--- src/rtl/fifo_stream_reader.sv ---
`default_nettype none
// ============================================================================
// Module      : fifo_stream_reader
// Description : Read-side engine for a synchronous FIFO with one-cycle
//               registered read latency. Drains the FIFO into a 3-entry
//               elastic buffer and presents the words on a valid/ready
//               stream at one word per cycle. The FIFO read request is a
//               function of local registers and fifo_empty only, so it never
//               depends combinationally on m_ready.
// Ports       : clk        - clock, rising edge
//               rst        - asynchronous reset, active-low
//               fifo_empty - FIFO empty flag
//               fifo_dout  - FIFO read data, valid the cycle after a read
//               fifo_rd_en - FIFO read request
//               m_data     - stream data (head of buffer)
//               m_valid    - stream data valid
//               m_ready    - downstream ready
//               xfer_cnt   - count of words handed downstream (wraps)
// Revision    : 1.0 - initial release
// ============================================================================
module fifo_stream_reader #(
  parameter int DATA_WIDTH = 16,
  parameter int CNT_WIDTH  = 32
) (
  input  logic                  clk,
  input  logic                  rst,
  input  logic                  fifo_empty,
  input  logic [DATA_WIDTH-1:0] fifo_dout,
  output logic                  fifo_rd_en,
  output logic [DATA_WIDTH-1:0] m_data,
  output logic                  m_valid,
  input  logic                  m_ready,
  output logic [CNT_WIDTH-1:0]  xfer_cnt
);

  // Occupancy encoding of the elastic buffer
  localparam logic [1:0] c_OCC_EMPTY = 2'd0;
  localparam logic [1:0] c_LAST_PTR  = 2'd2;
  localparam logic [2:0] c_DEPTH     = 3'd3;

  logic [DATA_WIDTH-1:0] buf_q [3];
  logic [1:0]            head_q, head_d;
  logic [1:0]            tail_q, tail_d;
  logic [1:0]            occ_q, occ_d;
  logic                  inflight_q;
  logic [CNT_WIDTH-1:0]  xfer_cnt_q, xfer_cnt_d;

  logic                  w_pop;
  logic                  w_push;
  logic [2:0]            w_level;

  function automatic logic [1:0] ptr_inc(input logic [1:0] p);
    return (p == c_LAST_PTR) ? 2'd0 : p + 2'd1;
  endfunction

  // A word read from the FIFO lands one cycle later, so buffered plus
  // in-flight words must stay within the buffer depth; this guarantees a
  // push never meets a full buffer.
  assign w_level    = {1'b0, occ_q} + {2'b00, inflight_q};
  assign fifo_rd_en = rst && !fifo_empty && (w_level < c_DEPTH);

  assign m_valid  = (occ_q != c_OCC_EMPTY);
  assign m_data   = buf_q[head_q];
  assign xfer_cnt = xfer_cnt_q;

  assign w_pop  = m_valid && m_ready;
  assign w_push = inflight_q;

  always_comb begin
    occ_d      = occ_q + {1'b0, w_push} - {1'b0, w_pop};
    head_d     = w_pop  ? ptr_inc(head_q) : head_q;
    tail_d     = w_push ? ptr_inc(tail_q) : tail_q;
    xfer_cnt_d = xfer_cnt_q + CNT_WIDTH'(w_pop);
  end

  always_ff @(posedge clk or negedge rst) begin
    if (!rst) begin
      for (int i = 0; i < 3; i++) begin
        buf_q[i] <= '0;
      end
      head_q     <= 2'd0;
      tail_q     <= 2'd0;
      occ_q      <= c_OCC_EMPTY;
      inflight_q <= 1'b0;
      xfer_cnt_q <= '0;
    end else begin
      // With occ=1 and a simultaneous push+pop, the tail slot equals the new
      // head, so the arriving word becomes the head directly.
      if (w_push) begin
        buf_q[tail_q] <= fifo_dout;
      end
      head_q     <= head_d;
      tail_q     <= tail_d;
      occ_q      <= occ_d;
      inflight_q <= fifo_rd_en;
      xfer_cnt_q <= xfer_cnt_d;
    end
  end

endmodule
`default_nettype wire

--- config.mk ---
export PLATFORM = sky130hd
export DESIGN_NAME = fifo_stream_reader
export DESIGN_NICKNAME = d
export VERILOG_FILES = /design/src/rtl/fifo_stream_reader.sv
export SDC_FILE = /design/constraint.sdc
export NUM_CORES = 1
export LEC_CHECK = 0
export BUFFER_PORTS_ARGS = -buffer_cell sky130_fd_sc_hd__clkbuf_2
export CORE_MARGIN = 10
export CORE_UTILIZATION = 45
export CTS_BUF_LIST = sky130_fd_sc_hd__clkbuf_4
export DETAILED_ROUTE_END_ITERATION = 10
export PLACE_DENSITY = 0.67
export SYNTH_ARGS = -nofsm -noshare
export SYNTH_HDL_FRONTEND = slang
export SYNTH_SLANG_ARGS = --single-unit
export TNS_END_PERCENT = 20
--- constraint.sdc ---
create_clock -name clk -period 2.3 [get_ports clk]
set_input_delay 0.23 -clock clk [delete_from_list [all_inputs] [get_ports clk]]
set_output_delay 0.23 -clock clk [all_outputs]
set_load 0.03 [all_outputs]
==> impl_summary.log <==
INFO  metric run_status = complete, no violations
INFO  metric multiInputGateArea = 0.00165 sq mm
INFO  metric insertion_delay = 420 ps
INFO  metric worst-slew-pin-transition = 806 ps
INFO  metric post_synth.cell_area_avg = 12.7 sq um
INFO  metric post_drt_wl_per_cell = 16.1 um
INFO  metric stdcell_count = 499
INFO  metric hpwl = 5810 um
INFO  metric final.setup.tns = 0 ps
INFO  metric dp_slack = 360 ps
INFO  metric ys_warn_count = 0
INFO  metric pin_count = 70
INFO  metric clock_skew = 22.5 ps
INFO  metric port_buffers = 69
INFO  metric post_synth_top_area_cell = sky130_fd_sc_hd__dfrtp_1
INFO  metric timing.critical_path.from_type = flop
INFO  metric grt_antenna_before_repair = 1
INFO  metric power_per_cell_area = 1240 mW/mm^2
INFO  metric global_route.usage.total = 0.128
INFO  metric cap_violations = 0
INFO  metric grt_setup_unrepaired = false
INFO  metric timing.hold.worst_path_depth = 2
INFO  metric cts_made_buffers = 9
INFO  metric postLayoutCoreUtil = 0.552
INFO  metric grt_first_pass_wirelength = 13500 um
INFO  metric slew_headroom = 0.463
INFO  metric cts_tree = done
INFO  metric drt.antenna.violating_nets = 0
INFO  metric syn-num-nets = 332
INFO  metric yosysUniqueCellTypes = 33
INFO  metric tritoncts_num_sinks = 87
INFO  metric worstHoldPathType = in -> reg
INFO  metric p_leak = 2.15 nW
INFO  metric synth_top_cells_by_count = sky130_fd_sc_hd__dfrtp_1, sky130_fd_sc_hd__mux2_2, sky130_fd_sc_hd__nand2_1
INFO  metric globalRoute.totalOverflow = 0
INFO  metric postRouteWirelength = 8020 um
INFO  metric yosys.cell_count.top_type = sky130_fd_sc_hd__dfrtp_1
INFO  metric critPathCaptureType = primary output
INFO  metric filler_cell_count = 748
INFO  metric timing.critical_path.required = 2070 ps
INFO  metric core_region_area = 0.00834 sq mm
INFO  metric htree_num_levels = 3
INFO  metric maximum_count_of_clock_buffers_along_a_single_path = 2
INFO  metric synth_area_leaders = sky130_fd_sc_hd__dfrtp_1, sky130_fd_sc_hd__mux2_2, sky130_fd_sc_hd__xnor2_1
INFO  metric critPathKind = reg -> out
INFO  metric grt_max_degree = 48
INFO  metric min_period_over_period = 0.956
INFO  metric chipWidth = 113 um
INFO  metric reg2reg_depth = 7
INFO  metric yosysSeqAreaShare = 0.559
INFO  metric yosys_register_bits = 87
INFO  metric drive_above_1_share = 0.389
INFO  metric final_net_count = 414
INFO  metric layout_setup_ws = 101 ps
INFO  metric drt_iter0_markers = 95
INFO  metric syn_inst = 307
INFO  metric design.die.area = 0.0128 sq mm
INFO  metric vdd.ir_drop.worst = 0.000664 V
INFO  metric root_buffer = sky130_fd_sc_hd__clkbuf_4
INFO  metric synth_top_area_share = 0.559
INFO  metric grt_pass1_vias = 2624
INFO  metric path_max_fanout = 6
INFO  metric floorplan.initialDensity = 0.467
INFO  metric netlist_area = 0.00390 sq mm
INFO  metric first_pass_iters = 4
INFO  metric vias_after_detailed_routing = 2573
INFO  metric postSynth.asyncResetShare = 1.00
INFO  metric area_growth = 18.1%
INFO  metric hold_violations = 0
INFO  metric number_of_enable_flip_flop_cells_after_synthesis = 0
INFO  metric ff_latch_area = 0.00218 sq mm
INFO  metric slew_viol_final = 0
INFO  metric core.rowCount = 33
INFO  metric total_power = 5.72 mW
INFO  metric fmax = 455 MHz
INFO  metric finalWorstPathRequiredPeriod = 2200 ps
INFO  metric yosys_most_used_dff = sky130_fd_sc_hd__dfrtp_1
INFO  metric remaining_drc_errors = 0
INFO  metric worst_setup_hold_path_clk_slew = 130 ps
INFO  metric place.detailed.instances = 481
INFO  metric post_drt_via_cell_ratio = 5.16
INFO  metric die_height = 113 um
INFO  metric place.gp.congestion = 0.781
INFO  metric critical_path_arrival = 1970 ps
INFO  metric finalSetupViolations = 0
## per-stage QoR
stage | instance area (sq um) | hold WS, ps
6_report | 4600 | 70.9
5_1_grt | 4600 | 50.0
4_1_cts | 4590 | 50.9
3_5_place_dp | 4410 | 26.5
3_3_place_gp | 4410 | 25.9
2_1_floorplan | 3900 | -65.6
## placed cells by master (no fill, tap or decap), types with 5 or more instances in the layout
| cell type | synthesis | final |
|---|---|---|
| sky130_fd_sc_hd__nand4_1 | 12 | 12 |
| sky130_fd_sc_hd__xnor2_1 | 29 | 29 |
| sky130_fd_sc_hd__o21ai_0 | 17 | 17 |
| sky130_fd_sc_hd__buf_4 | 1 | 13 |
| sky130_fd_sc_hd__dfrtp_1 | 87 | 87 |
| sky130_fd_sc_hd__nand2_1 | 30 | 30 |
| sky130_fd_sc_hd__mux2i_1 | 16 | 16 |
| sky130_fd_sc_hd__mux2_2 | 49 | 49 |
| sky130_fd_sc_hd__clkbuf_2 | 0 | 67 |
| sky130_fd_sc_hd__inv_1 | 5 | 5 |
| sky130_fd_sc_hd__nor2_1 | 5 | 5 |
| sky130_fd_sc_hd__ha_1 | 5 | 5 |
| sky130_fd_sc_hd__clkbuf_4 | 0 | 10 |
| sky130_fd_sc_hd__nand3_1 | 12 | 12 |
## repair_timing
item	CTS	global route
resized for setup	1	2
hold buffers	2	0
hold endpoints to repair	88	0
setup endpoints to repair	1	1
buffers inserted	0	0
## worst paths after layout
path / startpoint / slack [ps] / end
min in group asynchronous: rst / 140 / buf_q[40]
worst max register to register: occ_q[1] / 370 / xfer_cnt[14]
worst max-delay path: inflight_q / 100 / fifo_rd_en
worst min-delay path: fifo_dout[12] / 70 / buf_q[28]
max in group asynchronous: rst / 1430 / occ_q[0]
worst min register to register: xfer_cnt[31] / 490 / xfer_cnt[31]
## flip-flops by register name, indices dropped and copies added, names as in the netlist
name and cells:
buf_q 48, inflight_q 1, occ_q 2, xfer_cnt 32, head_q 2, tail_q 2
## routing by layer
| metal | vias up | GRT usage | part of all wire |
|---|---|---|---|
| li1 | 1248 | - | - |
| met1 | 1275 | 0.167 | 0.45 |
| met2 | 43 | 0.196 | 0.48 |
| met3 | 7 | 0.0375 | 0.050 |
| met4 | 0 | 0.0508 | 0.010 |
| met5 | - | 0 | 0 |
## worst max-delay path, stage by stage, from the launching register on
cell	delay [ps]
sky130_fd_sc_hd__dfrtp_1	460
sky130_fd_sc_hd__ha_1	210
sky130_fd_sc_hd__ha_1	310
sky130_fd_sc_hd__a2111oi_4	360
sky130_fd_sc_hd__buf_4	220
## cell type report
class,instances,share of cell area
antenna,1,0.000544
clock buffer,10,0.0163
clock inverter,5,0.0160
inverter,5,0.00408
multi-input combinational,203,0.358
sequential,87,0.473
tap,105,0.0286
timing repair buffer,83,0.103
## cell families (layout without fill, tap and decap cells)
family / Yosys count / after routing / synth area share
AOI/OAI and AO/OA: 20 / 20 / 0.0273
xor gates and xnor gates: 33 / 33 / 0.0742
adders and majority gates: 5 / 5 / 0.0161
buffers and inverters: 17 / 103 / 0.0228
DFF: 87 / 87 / 0.559
muxes: 65 / 65 / 0.183
other: 0 / 1 / 0
and+or+nand+nor: 80 / 80 / 0.118
## where the power goes
part	switching [mW]	internal (mW)
Combinational	1.39	1.00
Sequential	0.338	2.07
Clock	0.482	0.441
Total	2.21	3.51
(Power assumes the default switching activity.)
